File: src/rtl/iter_add_sched_pkg.sv
// Shared types and helpers for the iterative-adder scheduler.
// Optional feature macro: ITER_CNT_EN (adds the iteration counter and rsp_iter_o).
package iter_add_pkg;

    typedef enum logic [1:0] {
        IDLE = 2'd0,
        ITER = 2'd1,
        DONE = 2'd2
    } state_e;

    // Width needed to hold an iteration count in [0, m]
    function automatic int unsigned iter_w(input int unsigned m);
        return $clog2(m + 1);
    endfunction

endpackage

File: src/rtl/iter_add_sched_if.sv
// Request/response bus between requesters and the shared adder scheduler.
// Optional feature macro: ITER_CNT_EN (adds rsp_iter_o).
interface iter_add_sched_if #(
    parameter int unsigned M   = 16,
    parameter int unsigned N   = 4,
    parameter int unsigned IDW = 2
);
    import iter_add_pkg::*;

    logic [N-1:0]   req_valid_i;
    logic [N*M-1:0] req_a_i;
    logic [N*M-1:0] req_b_i;
    logic [N-1:0]   req_ready_o;
    logic           rsp_valid_o;
    logic           rsp_ready_i;
    logic [IDW-1:0] rsp_id_o;
    logic [M-1:0]   rsp_sum_o;
    logic           rsp_cout_o;

`ifdef ITER_CNT_EN
    localparam int unsigned ITER_W = iter_w(M);
    logic [ITER_W-1:0] rsp_iter_o;

    modport master (
        output req_valid_i, req_a_i, req_b_i, rsp_ready_i,
        input  req_ready_o, rsp_valid_o, rsp_id_o, rsp_sum_o, rsp_cout_o, rsp_iter_o
    );
    modport slave (
        input  req_valid_i, req_a_i, req_b_i, rsp_ready_i,
        output req_ready_o, rsp_valid_o, rsp_id_o, rsp_sum_o, rsp_cout_o, rsp_iter_o
    );
`else
    modport master (
        output req_valid_i, req_a_i, req_b_i, rsp_ready_i,
        input  req_ready_o, rsp_valid_o, rsp_id_o, rsp_sum_o, rsp_cout_o
    );
    modport slave (
        input  req_valid_i, req_a_i, req_b_i, rsp_ready_i,
        output req_ready_o, rsp_valid_o, rsp_id_o, rsp_sum_o, rsp_cout_o
    );
`endif

endinterface

File: src/rtl/iter_add_core.sv
// Carry-feedback adder core: one sum/carry exchange per step until carry is zero.
module iter_add_core #(
    parameter int unsigned M = 16
) (
    input  logic         clk_i,
    input  logic         rst_i,
    input  logic         load,
    input  logic         step,
    input  logic [M-1:0] a,
    input  logic [M-1:0] b,
    output logic [M-1:0] sum,
    output logic         carry_zero,
    output logic         cout
);

    logic [M-1:0] s_q;
    logic [M-1:0] c_q;
    logic         cout_q;
    logic [M-1:0] sc;
    logic [M-1:0] c_next;

    // Loading A/B raw makes the first step produce A^B and (A&B)<<1
    always_comb begin
        sc     = s_q & c_q;
        c_next = {sc[M-2:0], 1'b0};
    end

    always_ff @(posedge clk_i) begin
        if (!rst_i) begin
            s_q    <= '0;
            c_q    <= '0;
            cout_q <= 1'b0;
        end else if (load) begin
            s_q    <= a;
            c_q    <= b;
            cout_q <= 1'b0;
        end else if (step) begin
            s_q    <= s_q ^ c_q;
            c_q    <= c_next;
            cout_q <= cout_q | sc[M-1];
        end
    end

    // Flags that the step taken this cycle leaves no carry behind
    assign carry_zero = (c_next == '0);
    assign sum        = s_q;
    assign cout       = cout_q;

endmodule

File: src/rtl/iter_add_sched.sv
// Round-robin scheduler sharing one iterative adder core among N requesters.
// Optional feature macro: ITER_CNT_EN (iteration counter, saturating at M, on rsp_iter_o).
module iter_add_sched
    import iter_add_pkg::*;
#(
    parameter int unsigned M   = 16,
    parameter int unsigned N   = 4,
    parameter int unsigned IDW = 2
) (
    input  logic             clk_i,
    input  logic             rst_i,
    iter_add_sched_if.slave  bus,
    output logic             busy_o
);

    state_e         state;
    logic [IDW-1:0] rr_ptr;
    logic [IDW-1:0] gnt_id;
    logic           gnt_any;
    logic [IDW-1:0] idx;
    logic [N-1:0]   ready;
    logic [IDW-1:0] rsp_id;
    logic           rsp_valid;
    logic [M-1:0]   op_a;
    logic [M-1:0]   op_b;
    logic [M-1:0]   core_sum;
    logic           core_carry_zero;
    logic           core_cout;
    logic           accept;
    logic           step;

`ifdef ITER_CNT_EN
    localparam int unsigned ITER_W = iter_w(M);
    logic [ITER_W-1:0] iter_cnt;
`endif

    // First valid requester at or after the round-robin pointer
    always_comb begin
        gnt_any = 1'b0;
        gnt_id  = '0;
        idx     = '0;
        for (int unsigned i = 0; i < N; i++) begin
            idx = IDW'((32'(rr_ptr) + i) % N);
            if (!gnt_any && bus.req_valid_i[idx]) begin
                gnt_any = 1'b1;
                gnt_id  = idx;
            end
        end
    end

    always_comb begin
        ready = '0;
        if (state == IDLE && rst_i && gnt_any) begin
            ready[gnt_id] = 1'b1;
        end
    end

    assign accept = (state == IDLE) && gnt_any;
    assign step   = (state == ITER);
    assign op_a   = bus.req_a_i[32'(gnt_id) * M +: M];
    assign op_b   = bus.req_b_i[32'(gnt_id) * M +: M];

    iter_add_core #(.M(M)) u_core (
        .clk_i      (clk_i),
        .rst_i      (rst_i),
        .load       (accept),
        .step       (step),
        .a          (op_a),
        .b          (op_b),
        .sum        (core_sum),
        .carry_zero (core_carry_zero),
        .cout       (core_cout)
    );

    always_ff @(posedge clk_i) begin
        if (!rst_i) begin
            state     <= IDLE;
            rr_ptr    <= '0;
            rsp_id    <= '0;
            rsp_valid <= 1'b0;
`ifdef ITER_CNT_EN
            iter_cnt  <= '0;
`endif
        end else begin
            case (state)
                IDLE: begin
                    if (gnt_any) begin
                        state  <= ITER;
                        rsp_id <= gnt_id;
                        rr_ptr <= (gnt_id == IDW'(N - 1)) ? '0 : IDW'(gnt_id + 1'b1);
`ifdef ITER_CNT_EN
                        iter_cnt <= '0;
`endif
                    end
                end
                ITER: begin
`ifdef ITER_CNT_EN
                    if (iter_cnt < ITER_W'(M)) begin
                        iter_cnt <= iter_cnt + 1'b1;
                    end
`endif
                    if (core_carry_zero) begin
                        state     <= DONE;
                        rsp_valid <= 1'b1;
                    end
                end
                DONE: begin
                    if (bus.rsp_ready_i) begin
                        state     <= IDLE;
                        rsp_valid <= 1'b0;
                    end
                end
                default: state <= IDLE;
            endcase
        end
    end

    assign bus.req_ready_o = ready;
    assign bus.rsp_valid_o = rsp_valid;
    assign bus.rsp_id_o    = rsp_id;
    assign bus.rsp_sum_o   = core_sum;
    assign bus.rsp_cout_o  = core_cout;
`ifdef ITER_CNT_EN
    assign bus.rsp_iter_o  = iter_cnt;
`endif
    assign busy_o          = (state != IDLE);

endmodule
File: src/flat_wrapper.sv
// flat-port wrapper written by rule: the top's interface ports become plain ports
module iter_add_sched_flat import iter_add_pkg::*;
#(
    parameter int unsigned M   = 16,
    parameter int unsigned N   = 4,
    parameter int unsigned IDW = 2
)
  (clk_i, rst_i, busy_o, bus_req_valid_i, bus_req_a_i, bus_req_b_i, bus_rsp_ready_i, bus_req_ready_o, bus_rsp_valid_o, bus_rsp_id_o, bus_rsp_sum_o, bus_rsp_cout_o);
  iter_add_sched_if #(.M(M), .N(N), .IDW(IDW)) bus_i ();
  input  logic clk_i;
  input  logic rst_i;
  output logic busy_o;
  input wire logic [$bits(bus_i.req_valid_i)-1:0] bus_req_valid_i;
  input wire logic [$bits(bus_i.req_a_i)-1:0] bus_req_a_i;
  input wire logic [$bits(bus_i.req_b_i)-1:0] bus_req_b_i;
  input wire logic [$bits(bus_i.rsp_ready_i)-1:0] bus_rsp_ready_i;
  output wire logic [$bits(bus_i.req_ready_o)-1:0] bus_req_ready_o;
  output wire logic [$bits(bus_i.rsp_valid_o)-1:0] bus_rsp_valid_o;
  output wire logic [$bits(bus_i.rsp_id_o)-1:0] bus_rsp_id_o;
  output wire logic [$bits(bus_i.rsp_sum_o)-1:0] bus_rsp_sum_o;
  output wire logic [$bits(bus_i.rsp_cout_o)-1:0] bus_rsp_cout_o;
  assign bus_i.req_valid_i = bus_req_valid_i;
  assign bus_i.req_a_i = bus_req_a_i;
  assign bus_i.req_b_i = bus_req_b_i;
  assign bus_i.rsp_ready_i = bus_rsp_ready_i;
  assign bus_req_ready_o = bus_i.req_ready_o;
  assign bus_rsp_valid_o = bus_i.rsp_valid_o;
  assign bus_rsp_id_o = bus_i.rsp_id_o;
  assign bus_rsp_sum_o = bus_i.rsp_sum_o;
  assign bus_rsp_cout_o = bus_i.rsp_cout_o;
  iter_add_sched #(.M(M), .N(N), .IDW(IDW)) u_core (.clk_i(clk_i), .rst_i(rst_i), .bus(bus_i), .busy_o(busy_o));
endmodule
File: config.mk
export PLATFORM = sky130hd
export DESIGN_NAME = iter_add_sched_flat
export DESIGN_NICKNAME = d
export VERILOG_FILES = /design/src/rtl/iter_add_sched_pkg.sv /design/src/rtl/iter_add_sched_if.sv /design/src/rtl/iter_add_core.sv /design/src/rtl/iter_add_sched.sv /design/src/flat_wrapper.sv
export SDC_FILE = /design/constraint.sdc
export NUM_CORES = 1
export LEC_CHECK = 0
export BUFFER_PORTS_ARGS = -buffer_cell sky130_fd_sc_hd__buf_2
export CAP_MARGIN = 0
export CORE_ASPECT_RATIO = 0.8
export CORE_MARGIN = 2
export CORE_UTILIZATION = 35
export CTS_BUF_LIST = sky130_fd_sc_hd__clkbuf_8
export CTS_CLUSTER_DIAMETER = 50
export CTS_CLUSTER_SIZE = 12
export DETAILED_ROUTE_END_ITERATION = 7
export PLACE_DENSITY = 0.67
export SETUP_SLACK_MARGIN = 0.02
export SYNTH_ARGS = -nofsm -noshare
export SYNTH_HDL_FRONTEND = slang
export SYNTH_SLANG_ARGS = --single-unit
File: constraint.sdc
create_clock -name clk_i -period 1.85 [get_ports clk_i]
set_input_delay 0.0925 -clock clk_i [delete_from_list [all_inputs] [get_ports clk_i]]
set_output_delay 0.0925 -clock clk_i [all_outputs]
set_load 0.02 [all_outputs]
# == After elaboration in Yosys (flattened, before gate mapping) ==
# Index checks and enable logic that the tools add are counted.
# op_classes
addsub,4
n_lt_le_gt_ge,6
n_eq_ne,6
n_shift,2
mux,31
n_bitwise,4
n_reduce_logical,19
# ops
op,n
indexed part select 64 x 7 -> 16 bit,2
two-way mux 16 bit,4
bitwise AND 16 bit,1
zero test 16 bit,1
two-way mux 2 bit,8
XOR 16 bit,1
< comparator 2 x 3 -> 1 bit (second input constant),5
two-way mux 1 bit,11
binary-select mux 1 bit (select 2 bit),4
logical AND 1 bit,7
one-hot mux 2 bit (3 select lines),1
AND reduction 3 bit,2
nonzero test 2 bit,3
adder 2 x 1 -> 2 bit (second input constant),2
adder 2 bit (second input constant),2
equality test 2 bit (second input constant),2
two-way mux 4 bit,1
inequality test 2 x 1 -> 1 bit (second input constant),2
zero test 1 bit,3
demux 1 bit (select 2 bit),1
equality test 2 x 1 -> 1 bit (second input constant),1
greater-or-equal comparator 2 x 1 -> 1 bit (second input constant),1
zero test 2 bit,1
inequality test 2 bit (second input constant),1
5 further kinds,5
# totals
ff_bits,40
in_bits,135
out_inout_bits,25
elab_cells,79

# == Longest topological paths before layout ==
# logic_depth
depth_word,17
mapped_depth,9
mapped_depth_nobuf,7

# == By module ==
# Synthesis repeated with hierarchy kept, for this count alone.
# hier_totals
hier_cells,325
area_unflattened_um2,3337.0
# by_module_without_submodules
mod,instances,cells_each,area_per_inst_um2,seq_area_each_um2
iter_add_core,1,166,1883.1,660.6
iter_add_sched,1,159,1453.9,140.1

# == Least setup slack after synthesis ==
# OpenSTA, ideal clock, no wires.
# synth_path
path_kind,flip-flop to output port
startpoint,reg u_core.rr_ptr[1]
endpoint,out bus_req_ready_o[1]
arrival_time_ps,1681
required_time_ps,1757
path_slack_ps,76
path_stages_with_launch,7
n_path_buf,2
path_cell_list,dfxtp_1 o21ba_1 or3_1 buf_2 clkbuf_1 ha_1 and3_1
# synth_between
elab_chain_len,17
elab_cells_between_ends,32
cone_classes,3 x add/sub; 2 x order compare; 19 x mux; 8 x reduce/logical
# synth_rtl
item,line,rtl
start: declaration,iter_add_sched.sv:17,logic [IDW-1:0] rr_ptr;
start signal: assignment,iter_add_sched.sv:90,rr_ptr <= (gnt_id == IDW'(N - 1)) ? '0 : IDW'(gnt_id + 1'b1);
branches (longest 16 deep; another with < comparator 2 x 3 -> 1 bit),-,
two-way mux 4 bit (*),iter_add_sched.sv:53,if (state == IDLE && rst_i && gnt_any) begin
end: declaration,flat_wrapper.sv:17,output wire logic [$bits(bus_i.req_ready_o)-1:0] bus_req_ready_o;
# Every way passes the cells marked *. The select of a mux whose other input is x is not followed.

# == Worst setup path after layout ==
# layout_path
startpoint,reg u_core.rr_ptr[0]
endpoint,out bus_req_ready_o[0]
# The elaborated chain is that of the path after synthesis.

==> flow_summary_export.csv <==
group,metric,value,unit
clock_network,hold_buffers,0,
grt,grt_max_degree,40,
worst_setup_path,critPathCaptureType,"primary output",
synth,syn_area_per_cell,9.664,um2
sta,maxSlewHeadroom,51.23,%
floorplanning,ios,160,
floorplanning,initial_core_util,36.23,%
synth,syn_area,3740,um2
outcome,violations,"setup timing",
drt,wire_per_inst,21.50,um
layout,syn2layout_area_growth,42.69,%
pwr,p_leak,2.317,nW
sta,fmax,501.1,MHz
layout,final_core_util,51.70,%
synth,ys_ff_latch,40,
synth,synth-edff-count,0,
sta,period_needed,1.995,ns
pwr,p_clk_share,7.3,%
grt,grt_pass1_vias,4226,
clock_network,cts_tree,"done",
drt,route.detailed.drc,0,
pwr,p_sw,4.605,mW
synth,synth_cells,387,
outcome,status,"finished, violations left",
grt,grt_usage,24.58,%
sta,rsz0062_at_grt,"yes",
clock_network,cts.sinks,40,
placed_design,hpwl,10430,um
synth,synthesis.nets,542,
synth,async_flop_share,0,%
floorplanning,die_h,96.46,um
synth,synth_ff_type,"dfxtp_1",
drt,drt_iter0_drc,383,
synth,synth_seq_area_share,21.41,%
clock_network,cts_max_level,2,
flow_run,cap_violations,0,
sta,tns,-0.8977,ns
floorplanning,num_rows,33,
drt,first_pass_iters,5,
synth,synth.distinct_cells,40,
pwr,swShare,49.17,%
drt,viasPerCell,5.941,
layout,n_antenna_cell,0,
sta,slew_violations,0,
clock_network,clk_latency,0.32,ns
placed_design,gp_congestion,0.8648,
pwr,power.share.sequential,16.1,%
drt,num_vias,4135,
grt,grt_pass1_wl,22060,um
placed_design,port_buffers,159,
layout,layout.nets,710,
worst_setup_path,cp_max_fo,4,
pwr,internal_power,4.761,mW
worst_hold_path,hold_path_class,"in -> reg",
clock_network,numCtsBuffers,5,
clock_network,root_buffer,"clkbuf_8",
worst_setup_path,cp-start-kind,"flop",
worst_setup_path,reg2reg_slack,-0.07,ns
drt,ant_nets,0,
sta,skew,0.01151,ns
pwr,power.density,1755,nW/um2
placed_design,pre_cts_slack,-0.07800,ns
drt,routed_wl,14970,um
grt,antenna_found_initial,0,
layout,drive_gt1_share,55.40,%
clock_network,clockBufferDepth,2,
pwr,p_comb_share,76.6,%
sta,min_period_over_period,107.9,%
pwr,ir_drop,0.5560,mV
synth,yosysWarnings,0,
worst_setup_path,critPathRequiredTime,1.76,ns
clock_network,cts.clk_slew.worst_paths,0.10,ns
sta,hold_viol,0,
sta,tightest_slew,0.7316,ns
worst_setup_path,critPathArrivalTime,1.90,ns
sta,worst_slack,-0.1455,ns
sta,setup_viol,22,
floorplanning,core-area,10320,um2
floorplanning,fp.dieW,119.6,um
worst_setup_path,critical_path_class,"reg -> out",
floorplanning,die_area,11530,um2
grt,overflow,0,
## cell usage in the layout (no fill, tap or decap), types with 2 or more instances in the layout
cell and instances:
o21a_1 34, clkinvlp_4 2, nor2_4 2, nand2b_1 2, a221oi_2 56, a21oi_1 8, a211oi_1 31, o21ai_1 5
and3_4 3, or2_4 2, nor2_1 2, nand2_1 6, dfxtp_4 2, a221oi_4 6, ha_4 2, inv_1 3
buf_8 3, buf_4 22, mux2i_1 29, buf_12 10, o21ai_0 61, nor4_1 4, ha_1 18, mux2i_2 3
dfxtp_1 37, and3_1 2, buf_6 15, clkbuf_8 6, buf_2 155
## critical path, stage by stage, from the launching register on
cell	delay, ns
dfxtp_4	0.39
nor2b_4	0.05
o21ba_1	0.16
or3_4	0.40
buf_12	0.15
ha_4	0.14
and3_4	0.16
buf_6	0.12
## kinds of logic after synthesis
kind of cell	count (synthesis)	share of synthesized area (%)
adders and majority gates	20	6.691
DFF	40	21.41
muxes	32	8.565
buffers and inverters	50	7.594
AOI/OAI and AO/OA	209	49.08
and+or+nand+nor	36	6.658
## synth_stat cells, drive strengths merged (2+ instances only)
library cell,count,share of area [%]
or2,2,0.40
a221oi,63,25
ha,20,6.7
o21a,34,6.8
nand2b,2,0.33
a211oi,31,6.2
nor2b,3,0.64
nor3,2,0.57
nor4,6,1.6
o21ai,66,8.8
and3,5,0.84
nor2,5,0.70
mux2i,32,8.6
dfxtp,40,21
inv,4,0.47
a21oi,10,1.3
clkbuf,22,2.2
buf,23,4.8
nor3b,2,0.40
nand2,6,0.60
## flip-flops by register name (all words and copies together) (netlist names)
signal,flops
u_core.u_core.c_q,16
u_core.state,2
u_core.bus.rsp_id_o,2
u_core.u_core.cout,1
u_core.rr_ptr,2
u_core.bus.rsp_valid_o,1
u_core.u_core.sum,16
## final cells by class
cell class,count,area [um2]
inverters,5,26.28
well taps,140,175.2
clock buffers,6,82.58
flip-flops and latches,40,809.5
multi-input cells,297,2848
fillers,948,4986
repair buffers,206,1380
clock inverters,2,15.01
## power groups by stage
stage / clock, mW / combinational [mW] / sequential [mW]
6_report: 0.683 / 7.17 / 1.51
5_1_grt: 0.718 / 7.62 / 1.53
4_1_cts: 0.693 / 6.73 / 1.48
3_3_place_gp: 0 / 6.00 / 1.47
3_5_place_dp: 0 / 6.15 / 1.48
2_1_floorplan: 0 / 4.30 / 1.56
## layer usage
metal	wire, um	track usage (%)	share of wire (%)
met2	6843	39.90	46
met1	6617	32.71	44
met5	0	0	0
met4	237	7.059	1.6
met3	1267	5.927	8.5
## final timing paths
path                            cells past startpoint                   start                     end
worst min-delay path                                3         bus_rsp_ready_i         u_core.state[1]
worst max-delay path                                7        u_core.rr_ptr[0]      bus_req_ready_o[0]
worst max register to register                     10        u_core.rr_ptr[0]   u_core.u_core.sum[12]
worst min register to register                      2  u_core.bus.rsp_id_o[1]  u_core.bus.rsp_id_o[1]
## metrics by stage
stage                     cell area (um2)  instances  total power [mW]  hold WS (ns)
after floorplan                      3740        387             5.864        0.3188
after global routing                 5336        696             9.872        0.1311
after detailed placement             4811        673             7.630        0.4480
after global placement               4811        673             7.476        0.4475
final                                5336        696             9.366        0.1238
after CTS                            5162        693             8.906        0.1137
## repair_timing
action,in CTS,in global routing
gates resized for setup,35,35
cloned,1,1
pin swaps,18,15
setup buffers,11,4
setup endpoints to repair,36,36
(Power assumes the default switching activity.)
